$ cat config.mk
export PLATFORM = sky130hd
export DESIGN_NAME = ps2_rx
export DESIGN_NICKNAME = d
export VERILOG_FILES = /design/src/rtl/ps2_pkg.sv /design/src/rtl/ps2_line_sync.sv /design/src/rtl/ps2_rx.sv
export SDC_FILE = /design/constraint.sdc
export NUM_CORES = 1
export LEC_CHECK = 0
export BUFFER_PORTS_ARGS = -buffer_cell sky130_fd_sc_hd__buf_2
export CAP_MARGIN = 0
export CORE_MARGIN = 1
export CORE_UTILIZATION = 62
export CTS_BUF_LIST = sky130_fd_sc_hd__clkbuf_2
export CTS_CLUSTER_SIZE = 30
export DETAILED_ROUTE_END_ITERATION = 10
export PLACE_DENSITY = 0.81
export SETUP_SLACK_MARGIN = 0.4
export SYNTH_ARGS = -nofsm -noshare
export SYNTH_HDL_FRONTEND = slang
export SYNTH_SLANG_ARGS = --single-unit
$ cat constraint.sdc
create_clock -name ps2_clk_i -period 2.4 [get_ports ps2_clk_i]
set_input_delay 0.48 -clock ps2_clk_i [delete_from_list [all_inputs] [get_ports ps2_clk_i]]
set_output_delay 0.48 -clock ps2_clk_i [all_outputs]
set_load 0.01 [all_outputs]
$ cat src/rtl/ps2_pkg.sv
// ps2_pkg: shared definitions for the PS/2 receive path.
//   - ps2_state_e          : frame deserialiser FSM states
//   - PS2_FRAME_DATA_BITS  : data bits carried by one PS/2 frame
//   - PS2_SC_BREAK/EXTENDED: scan-code prefixes also used by the event stage
//   - ps2_frame_ok()       : stop/parity acceptance rule for a finished frame
package ps2_pkg;

  typedef enum logic [1:0] {
    ST_IDLE   = 2'd0,
    ST_DATA   = 2'd1,
    ST_PARITY = 2'd2,
    ST_STOP   = 2'd3
  } ps2_state_e;

  localparam int PS2_FRAME_DATA_BITS = 8;

  localparam logic [7:0] PS2_SC_BREAK    = 8'hF0;
  localparam logic [7:0] PS2_SC_EXTENDED = 8'hE0;

  // A frame is accepted when the stop bit is high and byte+parity carry an
  // odd number of ones (odd parity).
  function automatic logic ps2_frame_ok(input logic [PS2_FRAME_DATA_BITS-1:0] data,
                                        input logic                           parity,
                                        input logic                           stop);
    return stop & (^{data, parity});
  endfunction

endpackage

$ cat src/rtl/ps2_line_sync.sv
// ps2_line_sync: brings the raw PS/2 pins into the system clock domain and
// detects falling edges of the line clock.
//   clk_i            system clock
//   rst_i            synchronous active-high reset (all flops to idle level 1)
//   line_clk_i       raw PS/2 clock pin (asynchronous)
//   line_data_i      raw PS/2 data pin (asynchronous)
//   clk_fall_o       one-cycle pulse: line clock fell (synced/filtered level)
//   data_s_o         synchronised data line
// Optional macro PS2_RX_GLITCH_FILTER_EN inserts a FILTER_LEN-sample
// persistence filter on the synced line clock ahead of edge detection.
module ps2_line_sync #(
  parameter int SYNC_STAGES = 2,
  parameter int FILTER_LEN  = 4
) (
  input  logic clk_i,
  input  logic rst_i,
  input  logic line_clk_i,
  input  logic line_data_i,
  output logic clk_fall_o,
  output logic data_s_o
);

  logic [SYNC_STAGES-1:0] clk_sync_q;
  logic [SYNC_STAGES-1:0] data_sync_q;
  logic                   clk_level;
  logic                   clk_level_prev_q;

  // Plain shift-register synchronisers; index 0 is closest to the pin.
  always_ff @(posedge clk_i) begin
    if (rst_i) begin
      clk_sync_q  <= '1;
      data_sync_q <= '1;
    end else begin
      clk_sync_q  <= {clk_sync_q[SYNC_STAGES-2:0], line_clk_i};
      data_sync_q <= {data_sync_q[SYNC_STAGES-2:0], line_data_i};
    end
  end

`ifdef PS2_RX_GLITCH_FILTER_EN
  localparam int FCNT_W = (FILTER_LEN > 1) ? $clog2(FILTER_LEN) : 1;
  localparam logic [FCNT_W-1:0] FCNT_LAST = FCNT_W'(FILTER_LEN - 1);

  logic              filt_q;
  logic [FCNT_W-1:0] filt_cnt_q;

  // The filtered level flips only once FILTER_LEN consecutive samples have
  // disagreed with it; any agreeing sample restarts the count.
  always_ff @(posedge clk_i) begin
    if (rst_i) begin
      filt_q     <= 1'b1;
      filt_cnt_q <= '0;
    end else if (clk_sync_q[SYNC_STAGES-1] == filt_q) begin
      filt_cnt_q <= '0;
    end else if (filt_cnt_q == FCNT_LAST) begin
      filt_q     <= clk_sync_q[SYNC_STAGES-1];
      filt_cnt_q <= '0;
    end else begin
      filt_cnt_q <= filt_cnt_q + 1'b1;
    end
  end

  assign clk_level = filt_q;
`else
  assign clk_level = clk_sync_q[SYNC_STAGES-1];
`endif

  always_ff @(posedge clk_i) begin
    if (rst_i) begin
      clk_level_prev_q <= 1'b1;
    end else begin
      clk_level_prev_q <= clk_level;
    end
  end

  assign clk_fall_o = clk_level_prev_q & ~clk_level;
  assign data_s_o   = data_sync_q[SYNC_STAGES-1];

endmodule

$ cat src/rtl/ps2_rx.sv
// ps2_rx: PS/2 device-to-host frame receiver (start, 8 data LSB first, odd
// parity, stop). Emits one validated scan-code byte per frame.
//   ps2_clk_i          system clock, all logic on rising edge
//   rst_i              synchronous active-high reset
//   ps2_line_clk_i     raw PS/2 clock pin (asynchronous, oversampled)
//   ps2_line_data_i    raw PS/2 data pin (asynchronous)
//   ps2_key_data_o     last good scan-code byte
//   ps2_key_data_en_o  one-cycle strobe: ps2_key_data_o updated this cycle
//   frame_err_o        one-cycle strobe: frame dropped (start/parity/stop/timeout)
// Optional macro PS2_RX_GLITCH_FILTER_EN enables the line-clock glitch filter
// (FILTER_LEN samples) inside ps2_line_sync.
//
// Handshake: the output side is valid-only. ps2_key_data_en_o marks a new
// byte for exactly one cycle and there is no ready/backpressure; the consumer
// must accept the byte in that cycle. frame_err_o is never high together with
// ps2_key_data_en_o.
module ps2_rx
  import ps2_pkg::*;
#(
  parameter int SYNC_STAGES    = 2,
  parameter int TIMEOUT_CYCLES = 50000,
  parameter int FILTER_LEN     = 4
) (
  input  logic       ps2_clk_i,
  input  logic       rst_i,
  input  logic       ps2_line_clk_i,
  input  logic       ps2_line_data_i,
  output logic [7:0] ps2_key_data_o,
  output logic       ps2_key_data_en_o,
  output logic       frame_err_o
);

  // Elaboration-time parameter sanity checks.
  if (SYNC_STAGES < 2) begin : g_bad_sync
    $error("ps2_rx: SYNC_STAGES must be at least 2");
  end
  if (FILTER_LEN < 1) begin : g_bad_filter
    $error("ps2_rx: FILTER_LEN must be at least 1");
  end
  if (TIMEOUT_CYCLES < 2) begin : g_bad_timeout
    $error("ps2_rx: TIMEOUT_CYCLES must be at least 2");
  end

  localparam int TO_W = $clog2(TIMEOUT_CYCLES);
  localparam logic [TO_W-1:0] TO_LAST = TO_W'(TIMEOUT_CYCLES - 1);
  localparam logic [TO_W-1:0] TO_MAX  = '1;
  localparam int BC_W = $clog2(PS2_FRAME_DATA_BITS);
  localparam logic [BC_W-1:0] BC_LAST = BC_W'(PS2_FRAME_DATA_BITS - 1);

  logic clk_fall;
  logic data_s;

  ps2_line_sync #(
    .SYNC_STAGES (SYNC_STAGES),
    .FILTER_LEN  (FILTER_LEN)
  ) u_line_sync (
    .clk_i       (ps2_clk_i),
    .rst_i       (rst_i),
    .line_clk_i  (ps2_line_clk_i),
    .line_data_i (ps2_line_data_i),
    .clk_fall_o  (clk_fall),
    .data_s_o    (data_s)
  );

  ps2_state_e                     state_q;
  logic [BC_W-1:0]                bit_cnt_q;
  logic [PS2_FRAME_DATA_BITS-1:0] shift_q;
  logic                           parity_q;
  logic [TO_W-1:0]                timeout_q;
  logic [7:0]                     key_data_q;
  logic                           key_en_q;
  logic                           frame_err_q;

  // Frame deserialiser. Strobes default low every cycle so each is a single
  // registered pulse. A line-clock edge takes priority over the timeout.
  always_ff @(posedge ps2_clk_i) begin
    if (rst_i) begin
      state_q     <= ST_IDLE;
      bit_cnt_q   <= '0;
      shift_q     <= '0;
      parity_q    <= 1'b0;
      timeout_q   <= '0;
      key_data_q  <= 8'h00;
      key_en_q    <= 1'b0;
      frame_err_q <= 1'b0;
    end else begin
      key_en_q    <= 1'b0;
      frame_err_q <= 1'b0;

      if (clk_fall) begin
        timeout_q <= '0;
        case (state_q)
          ST_IDLE: begin
            if (!data_s) begin
              state_q   <= ST_DATA;
              bit_cnt_q <= '0;
            end else begin
              frame_err_q <= 1'b1;
            end
          end
          ST_DATA: begin
            // LSB arrives first: enter at the top and shift right.
            shift_q   <= {data_s, shift_q[PS2_FRAME_DATA_BITS-1:1]};
            bit_cnt_q <= bit_cnt_q + 1'b1;
            if (bit_cnt_q == BC_LAST) begin
              state_q <= ST_PARITY;
            end
          end
          ST_PARITY: begin
            parity_q <= data_s;
            state_q  <= ST_STOP;
          end
          ST_STOP: begin
            if (ps2_frame_ok(shift_q, parity_q, data_s)) begin
              key_data_q <= shift_q;
              key_en_q   <= 1'b1;
            end else begin
              frame_err_q <= 1'b1;
            end
            state_q <= ST_IDLE;
          end
          default: state_q <= ST_IDLE;
        endcase
      end else if (state_q == ST_IDLE) begin
        timeout_q <= '0;
      end else if (timeout_q == TO_LAST) begin
        // Stalled frame: drop the partial byte and report it.
        state_q     <= ST_IDLE;
        bit_cnt_q   <= '0;
        shift_q     <= '0;
        timeout_q   <= '0;
        frame_err_q <= 1'b1;
      end else if (timeout_q != TO_MAX) begin
        timeout_q <= timeout_q + 1'b1;
      end
    end
  end

  assign ps2_key_data_o    = key_data_q;
  assign ps2_key_data_en_o = key_en_q;
  assign frame_err_o       = frame_err_q;

endmodule

* Yosys cells after proc, flatten, opt, wreduce, memory -nomap -nowiden
Cells that the tools add are included.
** Word-level totals
- Logic and storage cells :: 61
- ROM bits :: 0
- Bits in registers :: 45
- Bits in latches :: 0
- Memories kept :: 0
- Bits in writable memories :: 0
** Operators by class
- Divide/modulo/power cells :: 0
- Muxes and demuxes :: 22
- Add/subtract/negate cells :: 2
- Bitwise logic cells :: 5
- Order comparisons :: 0
- Shift-type cells :: 0
- Reductions and logical operators :: 10
- Equality and inequality tests :: 11
- $mul :: 0
** Operator list (number)
- 2-to-1 mux 8 bit :: 4
- adder 16 x 1 -> 16 bit, second input constant :: 1
- equality test 16 bit, second input constant :: 1
- inequality test 16 bit, second input constant :: 1
- 2-to-1 mux 3 bit :: 4
- 2-to-1 mux 2 bit :: 5
- parity 9 bit :: 1
- one-hot mux 2 bit (4 select lines) :: 1
- AND reduction 4 bit :: 2
- 2-to-1 mux 1 bit :: 6
- one-hot mux 3 bit (2 select lines) :: 1
- AND reduction 3 bit :: 2
- equality test 2 bit, second input constant :: 2
- inequality test 2 bit, second input constant :: 2
- OR reduction 4 bit :: 1
- adder 3 x 1 -> 3 bit, second input constant :: 1
- equality test 3 bit, second input constant :: 1
- inequality test 3 x 1 -> 1 bit, second input constant :: 1
- inequality test 3 bit, second input constant :: 1
- inverter 1 bit :: 3
- OR reduction 3 bit :: 1
- bitwise AND 1 bit :: 2
- equality test 2 x 1 -> 1 bit, second input constant :: 1
- logical NOT 2 bit :: 1
- other kinds (4) :: 4

* Depth between registers and ports, before layout
- Depth after elaboration :: 5
- Mapped depth :: 7
- Depth with buffers taken out :: 7

* By module
From an unflattened synthesis, not the netlist that was laid out.
** Unflattened totals
- Cells, all modules :: 221
- Area, all modules :: 2068.2 um^2
** Modules (own cells, without submodules)
- ps2_rx :: cells an instance 210, area an instance 1930.6 um^2, sequential area each 800.8 um^2, times used 1
- ps2_line_sync :: cells an instance 11, area an instance 137.6 um^2, sequential area each 100.1 um^2, times used 1

* Worst setup path before layout
No wires, ideal clock.
- Kind :: register -> register
- From :: register timeout_q[0]
- To :: register timeout_q[4]
- Clock period less this slack :: 1.893 ns
- Arrival time :: 1.829 ns
- Cell stages (with the launch flop) :: 8
- Setup time :: 0.064 ns
- Setup slack :: 0.507 ns
- Required time :: 2.336 ns
- Cells stage by stage :: dfxtp_1 ha_1 and4_1 and4_1 or4_1 clkbuf_1 buf_2 nor2_1
** On the way
- Word-level cells in the longest chain between the ends :: 2
- Elaborated cells between the ends (all ways) :: 4
- Classes of those cells :: 1 x add/sub; 2 x eq/ne; 1 x reduce/logical
** RTL lines
- from (decl) :: RTL line ps2_rx.sv:69 : logic [TO_W-1:0] timeout_q;
- from (signal assigned) :: RTL line ps2_rx.sv:134 : timeout_q <= timeout_q + 1'b1;
- branches (longest 2 deep; another with adder 16 x 1 -> 16 bit)
Several ways; the timed one is not identified.
A chain may end at the register's enable or synchronous reset.

* Final worst setup path
- From :: register timeout_q[0]
- To :: register bit_cnt_q[0]
** On the way
- Word-level cells in the longest chain between the ends :: 3
** RTL lines
- equality test 16 bit :: RTL line ps2_rx.sv:126 : end else if (timeout_q == TO_LAST) begin
- nonzero test 2 bit (no source line)
- AND reduction 4 bit (no source line)
- to (signal assigned) :: RTL line ps2_rx.sv:104 : bit_cnt_q <= bit_cnt_q + 1'b1;
- to (decl) :: RTL line ps2_rx.sv:66 : logic [BC_W-1:0] bit_cnt_q;
No other way between the ends.

==> impl_metrics.py <==
metrics = {
    "die": {
        "io_pins": 14,
        "core_area_um2": 3103,
        "die_x_um": 59.53,
        "rows": 20,
        "fp.dieH_um": 59.53,
        "die_area_um2": 3544,
        "initial_utilization_pct": 66.13,
    },
    "synthesis": {
        "synthAdderAreaFrac_pct": 4.878,
        "syn-cell-area_um2": 2052,
        "ys.flop_type": "dfxtp_1",
        "synth-simple-area-share_pct": 23.72,
        "yosys_register_bits": 45,
        "ys_seq_area_share_pct": 43.90,
        "synth_async_sr_flop_share_pct": 0,
        "synth_xor_area_share_pct": 8.232,
        "syn_avg_cell_area_um2": 9.500,
        "yosys_warnings": 0,
        "synth_compound_area_share_pct": 8.963,
        "synthDistinctLibCells": 38,
        "synth-edff-count": 0,
        "synthMuxAreaShare_pct": 8.415,
        "synth_top_family_by_area": "simple AND/OR/NAND/NOR gates",
        "synth_nets": 228,
        "syn_inst": 216,
    },
    "global_routing": {
        "overflow": 0,
        "grt_first_pass_wirelength_mm": 6.472,
        "track_usage_pct": 24.52,
        "antenna_found_initial": 0,
        "grt_pass1_vias": 1435,
        "grt_max_degree": 32,
    },
    "run": {
        "cap_viol_max_count": 0,
    },
    "routing": {
        "drc": 0,
        "drtIter0Drc": 93,
        "via_count": 1714,
        "via_per_inst": 6.078,
        "wl_mm": 4.315,
        "wl_per_cell_um": 15.30,
        "antenna_left": 0,
        "dr.pass1.iters": 6,
    },
    "timing": {
        "setup_viol": 0,
        "finalCritPeriodShare_pct": 79.23,
        "clock_skew_ns": 0.01491,
        "slew_headroom_pct": 55.59,
        "timing.fmax_ghz": 0.5259,
        "max_slew.worst_pin.slew_ns": 0.6647,
        "min_period_ns": 1.902,
        "final.setup.tns_ns": 0,
        "maxSlewViolCount": 0,
        "hold_viol_final": 0,
        "grt_setup_unrepaired": "yes",
        "layout_setup_ws_ns": 0.4984,
    },
    "final_layout": {
        "drive_gt1_share_pct": 17.23,
        "multiInputGateArea_um2": 1136,
        "area_delta_synth_final_pct": 10.37,
        "final_cell_mix": "44 x dfxtp_1, 40 x nor2_1, 15 x mux2i_1, 13 x buf_2, 9 x nand2_1",
        "nets": 249,
        "fillCellCount": 255,
        "area.sequential_um2": 902.1,
        "diodes": 0,
        "mostFrequentLayoutCell": "dfxtp_1",
    },
    "cts": {
        "clockBufferDepth": 2,
        "htreeDepth": 2,
        "cts-root-buf": "clkbuf_2",
        "cts_buffers": 5,
        "cts_tree": "built",
        "clock_sinks": 45,
        "clk_pin_slew_ns": 0.23,
        "clkLatencyLatePin_ns": 0.42,
    },
    "placed_design": {
        "place_congestion": 0.8529,
        "io_buffers": 13,
        "dp_hpwl_mm": 2.829,
        "dp_slack_ns": 0.2916,
    },
    "power": {
        "power.leakage_uw": 0.0009303,
        "p_total_uw": 1096,
        "powerDensity_nw_per_um2": 483.9,
        "ir_drop_mv": 0.3050,
    },
    "critical_path": {
        "start_kind": "flip-flop",
        "path_class": "flip-flop to flip-flop",
        "critPathRequiredTime_ns": 2.75,
        "path_max_fanout": 6,
        "endpoint_kind": "flip-flop",
        "cp.arrival_ns": 2.25,
    },
    "worst_hold_path": {
        "hold_path_class": "input pin to flip-flop",
    },
    "status": {
        "outcome": "finished, final reports clean",
    },
}
==> worst max-delay path: stages (launching register included) <==
cell      delay [ns]
dfxtp_2         0.41
ha_1            0.23
and4_2          0.31
and4_2          0.32
o211ai_1        0.11
buf_4           0.19
buf_4           0.13
nand3b_1        0.06
o21ai_0         0.07
==> state kept, by name, indices dropped and copies added, names as in the netlist <==
signal,count
timeout_q,16
ps2_key_data_o,8
shift_q,8
bit_cnt_q,3
state_q,2
u_line_sync.clk_sync_q,2
u_line_sync.data_sync_q,2
frame_err_o,1
parity_q,1
ps2_key_data_en_o,1
u_line_sync.clk_level_prev_q,1
==> worst paths after layout <==
check | startpoint | end | slack (ns) | cells past startpoint
min | ps2_line_data_i | u_line_sync.data_sync_q[0] | 0.23 | 2
max | timeout_q[0] | bit_cnt_q[0] | 0.50 | 8
min reg2reg | u_line_sync.data_sync_q[0] | u_line_sync.data_sync_q[1] | 0.42 | 1
max reg2reg | timeout_q[0] | bit_cnt_q[0] | 0.50 | 8
==> synthesized netlist by cell type, drive strengths merged, types with 3 or more instances <==
cell type,count,area [um2]
nor2,40,150.1
nand2,9,33.78
xnor2,7,61.31
nand4,6,37.54
mux2i,16,172.7
a21oi,7,35.03
o2111ai,3,26.28
clkbuf,6,22.52
or2,5,31.28
nand3,7,35.03
and4,4,35.03
o211ai,3,22.52
ha,8,100.1
inv,3,11.26
nand2b,3,18.77
a22oi,8,60.06
dfxtp,45,900.9
o21ai,5,25.02
nor4b,3,26.28
xor2,7,61.31
==> cells by family after synthesis <==
kind of cell,after synthesis
mux,16
compound gates,28
xor+xnor,16
simple gates,93
buf+inv,10
flops,45
fa+ha+maj,8
==> routing by layer <==
metal  vias up  GRT usage [%]  wire (um)
li1        811              -          -
met1       806          29.74       1822
met2        79          41.25       2156
met3        18          6.114        230
met4         0          10.30        106
met5         -              0          0
==> power breakdown <==
part	internal (uW)	leakage, uW	switching [uW]	total, uW
combinational	7.98	0.000536	13.2	21.2
sequential	753	0.000364	2.54	756
clock	69.0	0.0000304	250	319
==> what timing repair did <==
| item | CTS | global route |
|---|---|---|
| pin swaps | 0 | 1 |
| setup endpoints to repair | 16 | 29 |
| gates resized for setup | 1 | 6 |
| hold buffers | 0 | 0 |
| gates cloned | 0 | 1 |
| buffers inserted | 0 | 5 |
==> cell type report <==
| cell class | count | share of cell area [%] |
|---|---|---|
| multi-input combinational | 162 | 50.17 |
| clock inverter | 3 | 0.7735 |
| tap | 44 | 2.431 |
| clock buffer | 5 | 1.105 |
| inverter | 3 | 0.4972 |
| sequential | 45 | 39.83 |
| timing repair buffer | 20 | 5.193 |
==> stage by stage <==
step                      instances  util, %  area [um2]  hold slack (ns)
after floorplan                 216        -        2052           0.3895
after global placement          268    69.60        2160           0.3914
after detailed placement        268    69.60        2160           0.3923
after CTS                       276    71.09        2206           0.2207
after global routing            282    72.98        2265           0.2089
final                           282    72.98        2265           0.2291
Power figures use the tool's default switching activity.
